**src/rtl/spram_arb_pkg.sv**
```systemverilog
// Shared constants and helpers for the two-requester single-port SRAM arbiter.
// Owner encoding is used by the response-steering register in the top level.
package spram_arb_pkg;

  localparam int DEFAULT_ADDR_WIDTH = 14;
  localparam int DEFAULT_DATA_WIDTH = 32;
  localparam int BE_WIDTH           = DEFAULT_DATA_WIDTH / 8;
  localparam int DEFAULT_MAX_WAIT   = 4;

  // wait_cnt is sized for the largest legal MAX_WAIT (15).
  localparam int WAIT_W = 4;

  typedef logic [1:0] owner_t;

  localparam owner_t OWNER_NONE = 2'd0;
  localparam owner_t OWNER_M0   = 2'd1;
  localparam owner_t OWNER_M1   = 2'd2;

  function automatic owner_t owner_of(input logic [1:0] gnt);
    owner_t o;
    o = OWNER_NONE;
    if (gnt[0]) o = OWNER_M0;
    else if (gnt[1]) o = OWNER_M1;
    return o;
  endfunction

endpackage

```
**src/rtl/spram_arb_pick.sv**
```systemverilog
// Combinational winner selection: fixed priority with m1 anti-starvation, or
// round-robin. gnt_o is one-hot or zero; force_o marks a starvation-forced m1 win.
module spram_arb_pick
  import spram_arb_pkg::*;
#(
  parameter int RR_MODE  = 0,
  parameter int MAX_WAIT = DEFAULT_MAX_WAIT
) (
  input  logic              m0_valid_i,
  input  logic              m1_valid_i,
  input  logic              last_gnt_i,
  input  logic [WAIT_W-1:0] wait_cnt_i,
  output logic [1:0]        gnt_o,
  output logic              force_o
);

  always_comb begin
    gnt_o   = 2'b00;
    force_o = 1'b0;
    case ({m1_valid_i, m0_valid_i})
      2'b01: gnt_o = 2'b01;
      2'b10: gnt_o = 2'b10;
      2'b11: begin
        if (RR_MODE != 0) begin
          // last_gnt_i = 1 means m1 won last time, so m0 goes next.
          gnt_o = last_gnt_i ? 2'b01 : 2'b10;
        end else if (wait_cnt_i == WAIT_W'(MAX_WAIT)) begin
          gnt_o   = 2'b10;
          force_o = 1'b1;
        end else begin
          gnt_o = 2'b01;
        end
      end
      default: gnt_o = 2'b00;
    endcase
  end

endmodule

```
**src/rtl/spram_arbiter.sv**
```systemverilog
// Two-requester arbiter/sequencer for the single-port SRAM: one access per cycle,
// SRAM pins driven combinationally from the grant, response returned one cycle later.
//
// Handshake: a request transfers on the rising edge where valid & ready are both 1;
// the requester holds valid/wstrb/addr/wdata stable until then. ready depends only on
// the valid inputs and registered arbiter state, and at most one ready is high.
module spram_arbiter
  import spram_arb_pkg::*;
#(
  parameter int ADDR_WIDTH = DEFAULT_ADDR_WIDTH,
  parameter int DATA_WIDTH = DEFAULT_DATA_WIDTH,
  parameter int RR_MODE    = 0,
  parameter int MAX_WAIT   = DEFAULT_MAX_WAIT
) (
  input  logic                    clk_i,
  input  logic                    rst_n_i,

  input  logic                    m0_valid_i,
  output logic                    m0_ready_o,
  input  logic [DATA_WIDTH/8-1:0] m0_wstrb_i,
  input  logic [ADDR_WIDTH-1:0]   m0_addr_i,
  input  logic [DATA_WIDTH-1:0]   m0_wdata_i,
  output logic                    m0_rvalid_o,
  output logic [DATA_WIDTH-1:0]   m0_rdata_o,

  input  logic                    m1_valid_i,
  output logic                    m1_ready_o,
  input  logic [DATA_WIDTH/8-1:0] m1_wstrb_i,
  input  logic [ADDR_WIDTH-1:0]   m1_addr_i,
  input  logic [DATA_WIDTH-1:0]   m1_wdata_i,
  output logic                    m1_rvalid_o,
  output logic [DATA_WIDTH-1:0]   m1_rdata_o,

  output logic [DATA_WIDTH/8-1:0] ram_wenb_o,
  output logic [ADDR_WIDTH-1:0]   ram_addr_o,
  output logic [DATA_WIDTH-1:0]   ram_wdata_o,
  input  logic [DATA_WIDTH-1:0]   ram_rdata_i,

  output logic                    starve_o
);

  localparam int BW = DATA_WIDTH / 8;

  logic [WAIT_W-1:0]     wait_cnt_q, wait_cnt_d;
  logic                  last_gnt_q, last_gnt_d;
  owner_t                rsp_owner_q, rsp_owner_d;
  logic [ADDR_WIDTH-1:0] addr_q, addr_d;
  logic [DATA_WIDTH-1:0] wdata_q, wdata_d;

  logic [1:0]            pick_gnt;
  logic                  pick_force;
  logic [1:0]            gnt;
  logic                  any_gnt;
  logic [BW-1:0]         win_wstrb;
  logic [ADDR_WIDTH-1:0] win_addr;
  logic [DATA_WIDTH-1:0] win_wdata;

  spram_arb_pick #(
    .RR_MODE  (RR_MODE),
    .MAX_WAIT (MAX_WAIT)
  ) u_pick (
    .m0_valid_i (m0_valid_i),
    .m1_valid_i (m1_valid_i),
    .last_gnt_i (last_gnt_q),
    .wait_cnt_i (wait_cnt_q),
    .gnt_o      (pick_gnt),
    .force_o    (pick_force)
  );

  // Grants are suppressed while reset is held so the SRAM never sees a write.
  always_comb begin
    gnt      = rst_n_i ? pick_gnt : 2'b00;
    any_gnt  = |gnt;
    starve_o = rst_n_i & pick_force;
  end

  always_comb begin
    win_wstrb = m0_wstrb_i;
    win_addr  = m0_addr_i;
    win_wdata = m0_wdata_i;
    if (gnt[1]) begin
      win_wstrb = m1_wstrb_i;
      win_addr  = m1_addr_i;
      win_wdata = m1_wdata_i;
    end
  end

  always_comb begin
    m0_ready_o  = gnt[0];
    m1_ready_o  = gnt[1];
    ram_wenb_o  = any_gnt ? ~win_wstrb : {BW{1'b1}};
    ram_addr_o  = any_gnt ? win_addr : addr_q;
    ram_wdata_o = any_gnt ? win_wdata : wdata_q;
  end

  always_comb begin
    wait_cnt_d  = wait_cnt_q;
    last_gnt_d  = last_gnt_q;
    rsp_owner_d = owner_of(gnt);
    addr_d      = addr_q;
    wdata_d     = wdata_q;
    if (!m1_valid_i || gnt[1]) begin
      wait_cnt_d = '0;
    end else if (wait_cnt_q != WAIT_W'(MAX_WAIT)) begin
      wait_cnt_d = wait_cnt_q + WAIT_W'(1);
    end
    if (any_gnt) begin
      last_gnt_d = gnt[1];
      addr_d     = win_addr;
      wdata_d    = win_wdata;
    end
  end

  always_ff @(posedge clk_i or negedge rst_n_i) begin
    if (!rst_n_i) begin
      wait_cnt_q  <= '0;
      last_gnt_q  <= 1'b1;
      rsp_owner_q <= OWNER_NONE;
      addr_q      <= '0;
      wdata_q     <= '0;
    end else begin
      wait_cnt_q  <= wait_cnt_d;
      last_gnt_q  <= last_gnt_d;
      rsp_owner_q <= rsp_owner_d;
      addr_q      <= addr_d;
      wdata_q     <= wdata_d;
    end
  end

  // SRAM data arrives the cycle after the address, so it is steered by rsp_owner_q.
  always_comb begin
    m0_rvalid_o = (rsp_owner_q == OWNER_M0);
    m1_rvalid_o = (rsp_owner_q == OWNER_M1);
    m0_rdata_o  = m0_rvalid_o ? ram_rdata_i : '0;
    m1_rdata_o  = m1_rvalid_o ? ram_rdata_i : '0;
  end

  a_m0_hold: assert property (@(posedge clk_i) disable iff (!rst_n_i)
    (m0_valid_i && !m0_ready_o) |=>
      (m0_valid_i && $stable(m0_addr_i) && $stable(m0_wstrb_i) && $stable(m0_wdata_i)));

  a_m1_hold: assert property (@(posedge clk_i) disable iff (!rst_n_i)
    (m1_valid_i && !m1_ready_o) |=>
      (m1_valid_i && $stable(m1_addr_i) && $stable(m1_wstrb_i) && $stable(m1_wdata_i)));

  a_one_ready: assert property (@(posedge clk_i) disable iff (!rst_n_i)
    !(m0_ready_o && m1_ready_o));

endmodule

```
**config.mk**
```make
export PLATFORM = sky130hd
export DESIGN_NAME = spram_arbiter
export DESIGN_NICKNAME = d
export VERILOG_FILES = /design/src/rtl/spram_arb_pkg.sv /design/src/rtl/spram_arb_pick.sv /design/src/rtl/spram_arbiter.sv
export SDC_FILE = /design/constraint.sdc
export NUM_CORES = 1
export LEC_CHECK = 0
export ABC_AREA = 0
export BUFFER_PORTS_ARGS = -buffer_cell sky130_fd_sc_hd__buf_4
export CAP_MARGIN = 20
export CORE_AREA = 2 2 98 100
export DETAILED_ROUTE_END_ITERATION = 12
export DIE_AREA = 0 0 100 102
export PLACE_DENSITY = 0.72
export SYNTH_ARGS = -nofsm -noshare
export SYNTH_HDL_FRONTEND = slang
export SYNTH_SLANG_ARGS = --single-unit
```
**constraint.sdc**
```tcl
create_clock -name clk_i -period 1.8 [get_ports clk_i]
set_input_delay 0.18 -clock clk_i [delete_from_list [all_inputs] [get_ports clk_i]]
set_output_delay 0.18 -clock clk_i [all_outputs]
set_load 0.005 [all_outputs]
```
==> flow_summary.yaml <==
outcome:
  status: "complete, but fails checks"
  failed_checks: "negative setup slack"
logic_synthesis:
  ys_types: 27
  synth_top_area_cell: "dfrtp_1"
  yosys-top-cells-area: "dfrtp_1 41%, o2111a_1 16%, a221o_1 15%"
  syn_area_per_cell_um2: 11.1
  ys_warn_count: 0
  syn_area_mm2: 0.00315
  synth_fa_ha_area_share_pct: 0.794
  synth_top_area_share_pct: 41.3
  muxShareOfSynthArea_pct: 1.59
  netlist_instances: 285
  yosys.area_share.simple_pct: 16.5
  yosysSeqAreaShare_pct: 41.3
  synth_top_family_by_area: "compound AO/OA/AOI/OAI gates"
  synth_compound_area_share_pct: 32.8
  ys_seq_elements: 52
  syn_nets: 423
  synth_xor_area_share_pct: 0.278
cells_and_area:
  n_antenna_cell: 0
  final_core_util_pct: 62.0
  drive_above_1_share_pct: 56.3
  final_nets: 689
  area_growth_pct: 79.3
  stdcell_count: 663
floorplanning:
  die_h_um: 102
  core_region_area_mm2: 0.00911
  ioPinCount: 255
  die_area_mm2: 0.0102
  chipWidth_um: 100
  num_rows: 35
  initial_core_util_pct: 34.6
drt:
  postRouteAntennaNets: 0
  first_pass_iters: 4
  vias: 3593
  wl_per_cell_um: 18.6
  viasPerCell: 5.42
  drt_iter0_markers: 234
  drc: 0
  drt_wl_total_um: 12300
sta:
  holdWs_ns: 0.120
  rsz0062_at_grt: "yes"
  finalHoldViolCount: 0
  skew_ns: 0.00717
  max_freq_ghz: 0.453
  timing.final.crit_share_pct: 123
  period_needed_ns: 2.21
  fin_ws_ns: -0.407
  max_slew.worst_pin.slew_ns: 0.784
  final-max-slew-violation-count: 0
  setup_viol: 53
  slew_headroom_pct: 47.5
power:
  ir_worst_vdd_mv: 0.586
  finalPower_w: 0.00333
  leakage_nw: 2.81
  powerDensity_mw_per_mm2: 589
worst_setup_path:
  cp.arrival_ns: 2.03
  critPathRequiredTime_ns: 1.62
  reg2reg_depth: 7
  critPathTopFamily: "compound AO/OA/AOI/OAI gates"
  end_kind: "primary output"
  critPathSlowestCell: "dfrtp_1"
  startpoint_type: "flop"
  cp.depth: 7
  crit_path_cell_trace: "inv_2 -> ha_4 -> nand3b_4 -> clkbuf_16 -> o2111a_1 -> a221o_1 -> buf_4"
  crit_fanout: 8
  crit_buf_inv: 3
  slowest_delay_ns: 0.40
  critPathKind: "reg2out"
clock_tree:
  numCtsBuffers: 5
  htreeDepth: 2
  worstSkewPairLatency_ns: 0.31
  clockBufferDepth: 2
  cts_tree: "done"
  clockRootBuffer: "clkbuf_8"
  clk_pin_slew_ns: 0.10
  clock_sinks: 52
place:
  pre_cts_ws_ns: -0.120
  dp_hpwl_um: 8910
  portBuffers: 254
  gp_congestion: 0.838
  dp_cells: 635
min_path:
  hold_path_depth: 2
  hold_class: "in2reg"
grt:
  grt_usage_pct: 22.0
  gr-total-overflow: 0
  grt_max_degree: 41
  antenna_found_initial: 0
  grt_pass1_vias: 3368
  grt_pass1_wl_um: 17800
run:
  maxCapViolCount: 0
## sequential cells by signal, summed over array words and instances, names as in the netlist
signal	count
wdata_q	32
addr_q	14
rsp_owner_q	2
wait_cnt_q	4
## area by class of cell
| class | count | area (µm²) |
|---|---|---|
| clock inverter | 2 | 15.0 |
| inverter | 3 | 11.3 |
| clock buffer | 6 | 82.6 |
| fill | 740 | 3460 |
| tap | 111 | 139 |
| sequential | 52 | 1300 |
| multi-input combinational | 193 | 1690 |
| timing repair buffer | 296 | 2410 |
## path summary, 6_finish.rpt
| path | start | endpoint | slack (ns) |
|---|---|---|---|
| min in group asynchronous | rst_n_i | wait_cnt_q[3]$_DFFE_PN0P_ | 0.30 |
| min reg2reg | wdata_q[12]$_DFF_PN0_ | wdata_q[12]$_DFF_PN0_ | 0.52 |
| max | wait_cnt_q[0]$_DFFE_PN0P_ | ram_wdata_o[31] | -0.41 |
| min | m1_addr_i[11] | addr_q[11]$_DFF_PN0_ | 0.12 |
| max reg2reg | wait_cnt_q[0]$_DFFE_PN0P_ | wdata_q[2]$_DFF_PN0_ | 0 |
| max in group asynchronous | rst_n_i | wdata_q[1]$_DFF_PN0_ | 0.51 |
## kinds of logic after synthesis
group | count (synthesis)
AOI/OAI and AO/OA | 100
buffers and inverters | 41
DFF | 52
and+or+nand+nor | 84
muxes | 5
adders and majority gates | 2
xor gates and xnor gates | 1
## layout by cell type (no fill, tap or decap), types with 2 or more instances in the layout
master         instances
a21oi_1                3
a221o_1               46
and2_1                68
buf_12                 6
buf_4                270
buf_6                 15
clkbuf_16              3
clkbuf_8               6
clkinvlp_4             2
dfrtp_1               52
dlygate4sd3_1          2
inv_2                  3
mux2i_1                5
nand2_1                3
nand3_1                3
nand3b_4               2
nor2_1                 3
nor2b_1                2
o2111a_1              46
or3_1                  2
## stage by stage
stage               setup TNS [ns]  instance area [µm²]
floorplan                        0                 3150
CTS                         -17.34                 5460
detailed placement           -4.15                 5260
global route                -21.74                 5650
finish                      -17.57                 5650
global placement             -3.86                 5240
## repair_timing
action | in CTS | in global routing
setup endpoints to repair | 57 | 56
hold buffers | 1 | 2
endpoints found under the hold margin | 52 | 36
buffers inserted | 7 | 7
gates resized for setup | 9 | 13
pin swaps | 1 | 5
gates cloned | 1 | 4
## where the power goes
group | internal (W) | leakage (nW) | total (W) | switching, W
clock | 0.000312 | 0.0434 | 0.000725 | 0.000413
sequential | 0.00132 | 0.648 | 0.00137 | 0.0000533
combinational | 0.000752 | 2.12 | 0.00123 | 0.000480
## per-layer routing
metal | GRT usage (%) | wire [µm] | vias to the layer above
met5 | 0 | 0 | -
li1 | - | - | 1659
met1 | 27.9 | 4550 | 1729
met3 | 5.75 | 1130 | 11
met2 | 38.4 | 6500 | 194
met4 | 4.43 | 150 | 0
## synthesized netlist by cell type
library cell / count
a221oi_1: 1
buf_6: 6
xnor2_1: 1
nor3_1: 1
nand3b_4: 1
buf_1: 2
o21ai_2: 1
o21a_1: 1
a21oi_1: 3
nor2_1: 3
inv_2: 1
or3_1: 2
clkbuf_1: 19
dfrtp_1: 52
o2111a_1: 46
nand2_1: 3
nand3_1: 3
buf_2: 11
nor2b_1: 2
and2_1: 68
ha_1: 2
mux2i_1: 5
a21oi_2: 1
a221o_1: 46
nand2b_1: 1
inv_1: 2
a211oi_1: 1
Power figures use the tool's default switching activity.
